--- src/rtl/transform_sched.sv ---
// Butterfly issue scheduler for radix-2 DIT/DIF transforms; stage_done pulses only when TRANSFORM_SCHED_STAGE_PULSE_EN is defined.
// Latency: first issue one cycle after start; PIPE_LAT bubble before short-gap stages and PIPE_LAT drain before done.
// Backpressure: issue fields hold while ready is low; bubble/drain timers run regardless of ready.
module transform_sched #(
    parameter int N                = 8192,
    parameter int LANES            = 2,
    parameter int PIPE_LAT         = 12,
    parameter int STALL_GAP_THRESH = 2,
    localparam int LOGN            = $clog2(N),
    localparam int SW              = $clog2(LOGN)
) (
    input  logic            clk,
    input  logic            rst_n,
    input  logic            start,
    input  logic            is_dif,
    input  logic            ready,
    output logic            issue_valid,
    output logic [LOGN-1:0] base_addr,
    output logic [LOGN-1:0] gap,
    output logic [LANES-1:0] lane_mask,
    output logic [LOGN-1:0] tw_idx,
    output logic [SW-1:0]   stage,
    output logic            busy,
    output logic            done,
    output logic            stage_done
);

    typedef enum logic [1:0] {S_IDLE, S_RUN, S_BUBBLE, S_DRAIN} state_t;

    localparam logic [5:0] LAT_LAST = 6'(PIPE_LAT - 1);
    localparam logic [5:0] LAT_PRE  = 6'((PIPE_LAT >= 2) ? PIPE_LAT - 2 : 0);

    state_t          state;
    logic [LOGN-1:0] m_q, gap_q, i_q, j_q;
    logic [SW-1:0]   stage_q;
    logic            dif_q;
    logic [5:0]      cnt_q;

    logic            fire, last_j, last_i, last_stage, stage_end, need_bubble;
    logic [LOGN:0]   j_sum;
    logic [LOGN-1:0] m_nxt, gap_nxt;
    logic [31:0]     gap_nxt_ext;

    function automatic logic [LOGN-1:0] bitrev(input logic [LOGN-1:0] v);
        logic [LOGN-1:0] r;
        for (int b = 0; b < LOGN; b++) r[b] = v[LOGN-1-b];
        return r;
    endfunction

    assign fire        = issue_valid & ready;
    assign j_sum       = {1'b0, j_q} + (LOGN+1)'(LANES);
    assign last_j      = j_sum >= {1'b0, gap_q};
    assign last_i      = i_q == m_q - 1'b1;
    assign last_stage  = stage_q == SW'(LOGN - 1);
    assign stage_end   = last_j & last_i;
    // DIT walks m upward and gap downward; DIF the reverse.
    assign m_nxt       = dif_q ? (m_q >> 1) : (m_q << 1);
    assign gap_nxt     = dif_q ? (gap_q << 1) : (gap_q >> 1);
    assign gap_nxt_ext = 32'(gap_nxt);
    assign need_bubble = gap_nxt_ext < 32'(STALL_GAP_THRESH);

    assign base_addr = issue_valid ? bitrev(i_q) + j_q : '0;
    assign gap       = issue_valid ? gap_q : '0;
    assign tw_idx    = issue_valid ? m_q + i_q : '0;
    assign stage     = stage_q;

    always_comb begin
        lane_mask = '0;
        for (int k = 0; k < LANES; k++) begin
            if (issue_valid && (({1'b0, j_q} + (LOGN+1)'(k)) < {1'b0, gap_q}))
                lane_mask[k] = 1'b1;
        end
    end

`ifdef TRANSFORM_SCHED_STAGE_PULSE_EN
    assign stage_done = fire & stage_end;
`else
    assign stage_done = 1'b0;
`endif

    always_ff @(posedge clk or negedge rst_n) begin
        if (!rst_n) begin
            state       <= S_IDLE;
            issue_valid <= 1'b0;
            busy        <= 1'b0;
            done        <= 1'b0;
            dif_q       <= 1'b0;
            m_q         <= '0;
            gap_q       <= '0;
            i_q         <= '0;
            j_q         <= '0;
            stage_q     <= '0;
            cnt_q       <= '0;
        end else begin
            case (state)
                S_IDLE: begin
                    done <= 1'b0;
                    if (start) begin
                        state       <= S_RUN;
                        issue_valid <= 1'b1;
                        busy        <= 1'b1;
                        dif_q       <= is_dif;
                        stage_q     <= '0;
                        i_q         <= '0;
                        j_q         <= '0;
                        m_q         <= is_dif ? LOGN'(N / 2) : LOGN'(1);
                        gap_q       <= is_dif ? LOGN'(1) : LOGN'(N / 2);
                    end
                end
                S_RUN: begin
                    if (fire) begin
                        if (!last_j) begin
                            j_q <= j_sum[LOGN-1:0];
                        end else begin
                            j_q <= '0;
                            if (!last_i) begin
                                i_q <= i_q + 1'b1;
                            end else begin
                                i_q <= '0;
                                if (last_stage) begin
                                    state       <= S_DRAIN;
                                    issue_valid <= 1'b0;
                                    cnt_q       <= '0;
                                    if (PIPE_LAT == 1) begin
                                        done <= 1'b1;
                                        busy <= 1'b0;
                                    end
                                end else begin
                                    stage_q <= stage_q + 1'b1;
                                    m_q     <= m_nxt;
                                    gap_q   <= gap_nxt;
                                    if (need_bubble) begin
                                        state       <= S_BUBBLE;
                                        issue_valid <= 1'b0;
                                        cnt_q       <= '0;
                                    end
                                end
                            end
                        end
                    end
                end
                S_BUBBLE: begin
                    if (cnt_q == LAT_LAST) begin
                        state       <= S_RUN;
                        issue_valid <= 1'b1;
                    end else begin
                        cnt_q <= cnt_q + 6'd1;
                    end
                end
                S_DRAIN: begin
                    // done/busy are registered so they land in the final drain cycle.
                    if (cnt_q == LAT_LAST) begin
                        state <= S_IDLE;
                        done  <= 1'b0;
                    end else begin
                        cnt_q <= cnt_q + 6'd1;
                        if (cnt_q == LAT_PRE) begin
                            done <= 1'b1;
                            busy <= 1'b0;
                        end
                    end
                end
                default: state <= S_IDLE;
            endcase
        end
    end

endmodule

--- config.mk ---
export PLATFORM = sky130hd
export DESIGN_NAME = transform_sched
export DESIGN_NICKNAME = d
export VERILOG_FILES = /design/src/rtl/transform_sched.sv
export SDC_FILE = /design/constraint.sdc
export NUM_CORES = 1
export LEC_CHECK = 0
export BUFFER_PORTS_ARGS = -buffer_cell sky130_fd_sc_hd__buf_2
export CORE_MARGIN = 8
export CORE_UTILIZATION = 55
export DETAILED_ROUTE_END_ITERATION = 8
export PLACE_DENSITY_LB_ADDON = 0.12
export RECOVER_POWER = 50
export SLEW_MARGIN = 20
export SYNTH_ARGS = -nofsm -noshare
export SYNTH_HDL_FRONTEND = slang
export SYNTH_SLANG_ARGS = --single-unit
--- constraint.sdc ---
create_clock -name clk -period 3.8 [get_ports clk]
set_input_delay 0.57 -clock clk [delete_from_list [all_inputs] [get_ports clk]]
set_output_delay 0.57 -clock clk [all_outputs]
set_load 0.03 [all_outputs]
# Word level (Yosys, flattened, before mapping)
# Index checks and enable logic that the tools add are counted.
[op_classes]
n_addsub = 8
magnitude_cmp = 4
n_eq_ne = 19
mux = 65
n_bitwise = 1
reduce_logical = 17
[ops]
columns = ["op", "n"]
rows = [
  ["13-bit two-way mux", 23],
  ["13-bit one-hot mux with 2 select lines", 4],
  ["6-bit two-way mux", 6],
  ["13-bit adder", 2],
  ["4-bit two-way mux", 5],
  ["2-bit inequality test (second input constant)", 10],
  ["2-bit two-way mux", 8],
  ["13-bit by 1-bit adder with 14-bit output (second input constant)", 1],
  ["13-bit by 2-bit adder with 14-bit output (second input constant)", 1],
  ["14-bit by 13-bit >= comparator with 1-bit output", 1],
  ["14-bit by 13-bit less-than comparator with 1-bit output", 1],
  ["7-bit AND reduction", 2],
  ["13-bit by 1-bit adder with 13-bit output (second input constant)", 1],
  ["13-bit == test", 1],
  ["13-bit less-than comparator", 1],
  ["13-bit by 2-bit less-than comparator with 1-bit output (second input constant)", 1],
  ["1-bit two-way mux", 13],
  ["13-bit by 1-bit subtractor with 13-bit output (second input constant)", 1],
  ["6-bit by 4-bit == test with 1-bit output (second input constant)", 2],
  ["6-bit one-hot mux with 2 select lines", 1],
  ["6-bit AND reduction", 2],
  ["2-bit one-hot mux with 4 select lines", 1],
  ["4-bit one-hot mux with 2 select lines", 1],
  ["4-bit AND reduction", 2],
  ["other kinds (16)", 23],
]
[word_totals]
ff_bits = 68
input_bits = 5
word_cells = 125

# Depth between registers and ports, before layout
[logic_depth]
depth_word = 8
ltp_mapped = 14
depth_no_buf = 13

# Worst setup path before layout
# Ideal clock, no wire load.
[synth_path]
path_type = "register to output"
from = "register j_q[2]"
to = "output base_addr[12]"
arrival_ps = 2742
required_time_ps = 3230
setup_slack_ps = 488
stages_incl_launch_ff = 10
n_path_buf = 0
path_cell_list = "dfrtp_1 > ha_1 > a21o_1 > a21o_1 > a2111oi_0 > o311ai_0 > a21o_1 > a21oi_1 > xnor2_1 > nor2_1"
[synth_between]
elab_chain_cells = 2
[synth_rtl]
columns = ["element", "line_no", "source"]
rows = [
  ["from (decl)", "34", "logic [LOGN-1:0] m_q, gap_q, i_q, j_q;"],
  ["from (signal assigned)", "113", "j_q <= j_sum[LOGN-1:0];"],
  ["13-bit adder", "62", "assign base_addr = issue_valid ? bitrev(i_q) + j_q : '0;"],
  ["13-bit two-way mux", "62", ""],
  ["to (decl)", "18", "output logic [LOGN-1:0] base_addr,"],
]
# Every way passes these cells.

# Worst setup path after layout
[layout_path]
from = "register i_q[0]"
to = "output tw_idx[12]"
[layout_between]
elab_chain_cells = 2
[layout_rtl]
columns = ["element", "line_no", "source"]
rows = [
  ["from (decl)", "34", ""],
  ["from (signal assigned)", "117", "i_q <= i_q + 1'b1;"],
  ["13-bit adder", "64", "assign tw_idx = issue_valid ? m_q + i_q : '0;"],
  ["13-bit two-way mux", "64", ""],
  ["to (decl)", "21", "output logic [LOGN-1:0] tw_idx,"],
]
# Every way passes these cells.

==> results.toml <==
[clock_network]
cts_buffers = 9
cts_root_buf = "clkbuf_8"
clk_transition_reported_paths_ns = 0.08
clockBufferDepth = 2
cts_hold_buf = 0
cts_tree = "done"
htreeDepth = 3
cts_setup_buffers = 0
clk-insertion-delay-late_ns = 0.35
cts_sinks = 67

[layout]
final_util_pct = 62.04
fill_cells = 915
area_growth_pct = 10.23
nets = 778
drive_gt1_share_pct = 10.97
multi_input_area_sq_um = 3820
antenna_cells = 0
seq_area_sq_um = 1677

[setup_path]
critPathCaptureType = "primary output"
critPathLaunchType = "flip-flop"
worstPathArrival_ns = 3.03
worstPathMaxFanout = 6
critical_path_required_ns = 3.23
path_buf_inv = 1
critical-path-max-stage-delay_ns = 0.46
path_cells = "ha_1 > fa_1 > a21o_1 > a21oi_1 > nor2b_1 > nor4_2 > o31ai_1 > o41ai_2 > xor2_1 > nor2_1 > buf_2"
critPathKind = "reg2out"
cp_top_family = "compound AO/OA/AOI/OAI gates"
crit_slowest_cell = "dfrtp_1"

[min_path]
hp-class = "in2reg"

[synth]
synth_compound_gate_area_share_pct = 17.77
synthSimpleGateAreaFrac_pct = 20.58
synth-edff-count = 0
avgSynthCellArea_sq_um = 8.659
synth_cell_types = 63
ys_ff_latch = 67
synth_seq_area_share_pct = 29.12
synth_top_family_by_area = "simple AND/OR/NAND/NOR gates"
synth.area.top_cells = "dfrtp_1, ha_1, xnor2_1, nor2_1, mux2i_1"
yosys-top-cells-count = "dfrtp_1, ha_1, nor2_1, nand2_1, o21ai_0"
synth_xor_area_share_pct = 8.062
synthMuxAreaShare_pct = 4.715
syn_nets = 737
yosysTopAreaCell = "dfrtp_1"
syn_area_sq_um = 5758
syn-instance-count = 665
yosys_warnings = 0
yosys.area.top_type_share_pct = 29.12
async_reset_ff_share_pct = 100.0
yosysMostFrequentCell = "dfrtp_1"
synth_fa_ha_area_share_pct = 14.69
synth-main-ff-cell = "dfrtp_1"

[global_routing]
grt_max_degree = 41
grt_pass1_vias = 4942
grtUsageTotal_pct = 21.23
grt_pass1_wl_um = 24760
antenna_found_initial = 0
grt_overflow_total = 0

[power]
p_per_area_nw_per_um2 = 397.0
p_sw_share_pct = 38.76
power.leakage_nw = 2.948
p_seq_share_pct = 33.5
power_switching_uw = 976.7
p_total_mw = 2.520
vdd_drop_max_mv = 0.2268
pwr-share-clk_pct = 28.2
power_frac_comb_pct = 38.3
power.internal_mw = 1.543

[timing]
finalSetupViolCount = 0
tns_ns = 0
fin_crit_ns = 3.597
finalHoldViolations = 0
maxSlewHeadroom_pct = -45.95
skew_ns = 0.01069
worst-slew-pin-transition_ns = 2.189
finalMaxSlewViolations = 41
fmax_ghz = 0.2780
worst_slack_ns = 0.2027
period_share_pct = 94.67

[run_status]
outcome = "complete, but fails checks"
violations = "capacitance limit, slew limit"

[floorplanning]
design.core.area_sq_um = 10230
fp.dieW_um = 118.3
io-pin-count = 54
placementRows = 37
die_h_um = 118.3
die_area_sq_um = 14000
initial_core_util_pct = 56.28

[placed_design]
place_ws_ns = 0.4129
gp_congestion = 0.9606
port_buffers = 52
hpwl_um = 11310

[drt]
vias = 5058
dr_wl_met2_um = 6864
route.met3.wl_um = 807
wire_per_inst_um = 17.45
drc = 0
highest_layer = "met4"
dr.pass1.iters = 5
drt-initial-drc-count = 388
wl_um = 14780
vias_per_cell = 5.972
antenna_left = 0
wl_met1_um = 6650

[job]
drv_cap = 1
[cell usage in the layout (no fill, tap or decap), types with 3 or more instances in the layout]
master / n
nand2b_1: 11
o2bb2ai_1: 23
inv_1: 26
a31oi_1: 3
nand3b_1: 3
nor2_1: 63
buf_4: 13
a211o_1: 3
nand2_1: 48
xor2_1: 25
a21oi_1: 34
and2_1: 9
xnor2_1: 28
mux2i_1: 23
nor4_1: 3
and3_1: 6
clkbuf_8: 11
ha_1: 66
dfrtp_1: 67
o21a_1: 5
nand4_1: 11
nor3_1: 23
or2_2: 3
buf_2: 32
or3_1: 4
nand3_1: 23
o211ai_1: 3
o31ai_1: 7
nor2b_1: 8
clkbuf_1: 23
o21ai_0: 41
a21o_1: 12
[worst paths after layout]
check,from,end,slack [ns],cells past startpoint
max,i_q[0],tw_idx[12],0.20,11
min,start,busy,0.53,3
max reg2reg,j_q[1],stage[0],0.35,14
min reg2reg,gap_q[5],gap_q[5],0.55,1
max in group asynchronous,rst_n,gap_q[8],1.10,2
min in group asynchronous,rst_n,m_q[8],0.86,1
[flip-flops by register name (all words and copies together), names as in the netlist]
name         cells
j_q             12
stage            4
m_q             13
i_q             13
gap_q           13
issue_valid      1
busy             1
cnt_q            6
done             1
state            2
dif_q            1
[cell families after synthesis]
group	Yosys count
AO/OA/AOI/OAI	154
other	1
multiplexers	26
adder cells (fa/ha/maj)	67
XOR/XNOR	53
AND/OR/NAND/NOR	232
flip-flops	67
buffers and inverters	65
[routing by layer]
metal	track usage, %	up-vias
li1	-	2464
met1	27.29	2401
met2	34.42	159
met3	4.141	34
met4	8.407	0
met5	0	-
[power by group through the flow]
| stage | Sequential (mW) | Combinational [mW] | Clock (mW) |
|---|---|---|---|
| after floorplan | 0.834 | 0.692 | 0 |
| after global placement | 0.851 | 0.944 | 0 |
| after detailed placement | 0.857 | 0.960 | 0 |
| after CTS | 0.842 | 0.969 | 0.725 |
| after global routing | 0.853 | 1.07 | 0.756 |
| final | 0.843 | 0.965 | 0.711 |
[metrics by stage]
| stage | area, sq um | instances | hold WS [ns] |
|---|---|---|---|
| 2_1_floorplan | 5758 | 665 | 0.2744 |
| 3_3_place_gp | 6122 | 831 | 0.5207 |
| 3_5_place_dp | 6122 | 831 | 0.5365 |
| 4_1_cts | 6359 | 847 | 0.3819 |
| 5_1_grt | 6347 | 847 | 0.5410 |
| 6_report | 6347 | 847 | 0.5272 |
[what timing repair did]
action	4_1_cts	5_1_grt
resized for setup	1	6
setup endpoints to repair	1	5
cloned	0	0
[layout make-up]
type	instances	share of cell area [%]
repair buffers	68	5.421
well taps	136	2.681
clock buffers	11	2.385
flip-flops and latches	67	26.41
clock inverters	5	1.321
inverters	27	1.597
multi-input cells	533	60.18
[worst min-delay path: stages]
cell and delay (ns):
buf_2 0.09, a21oi_1 0.06, a21oi_1 0.11
(Power assumes the default switching activity.)
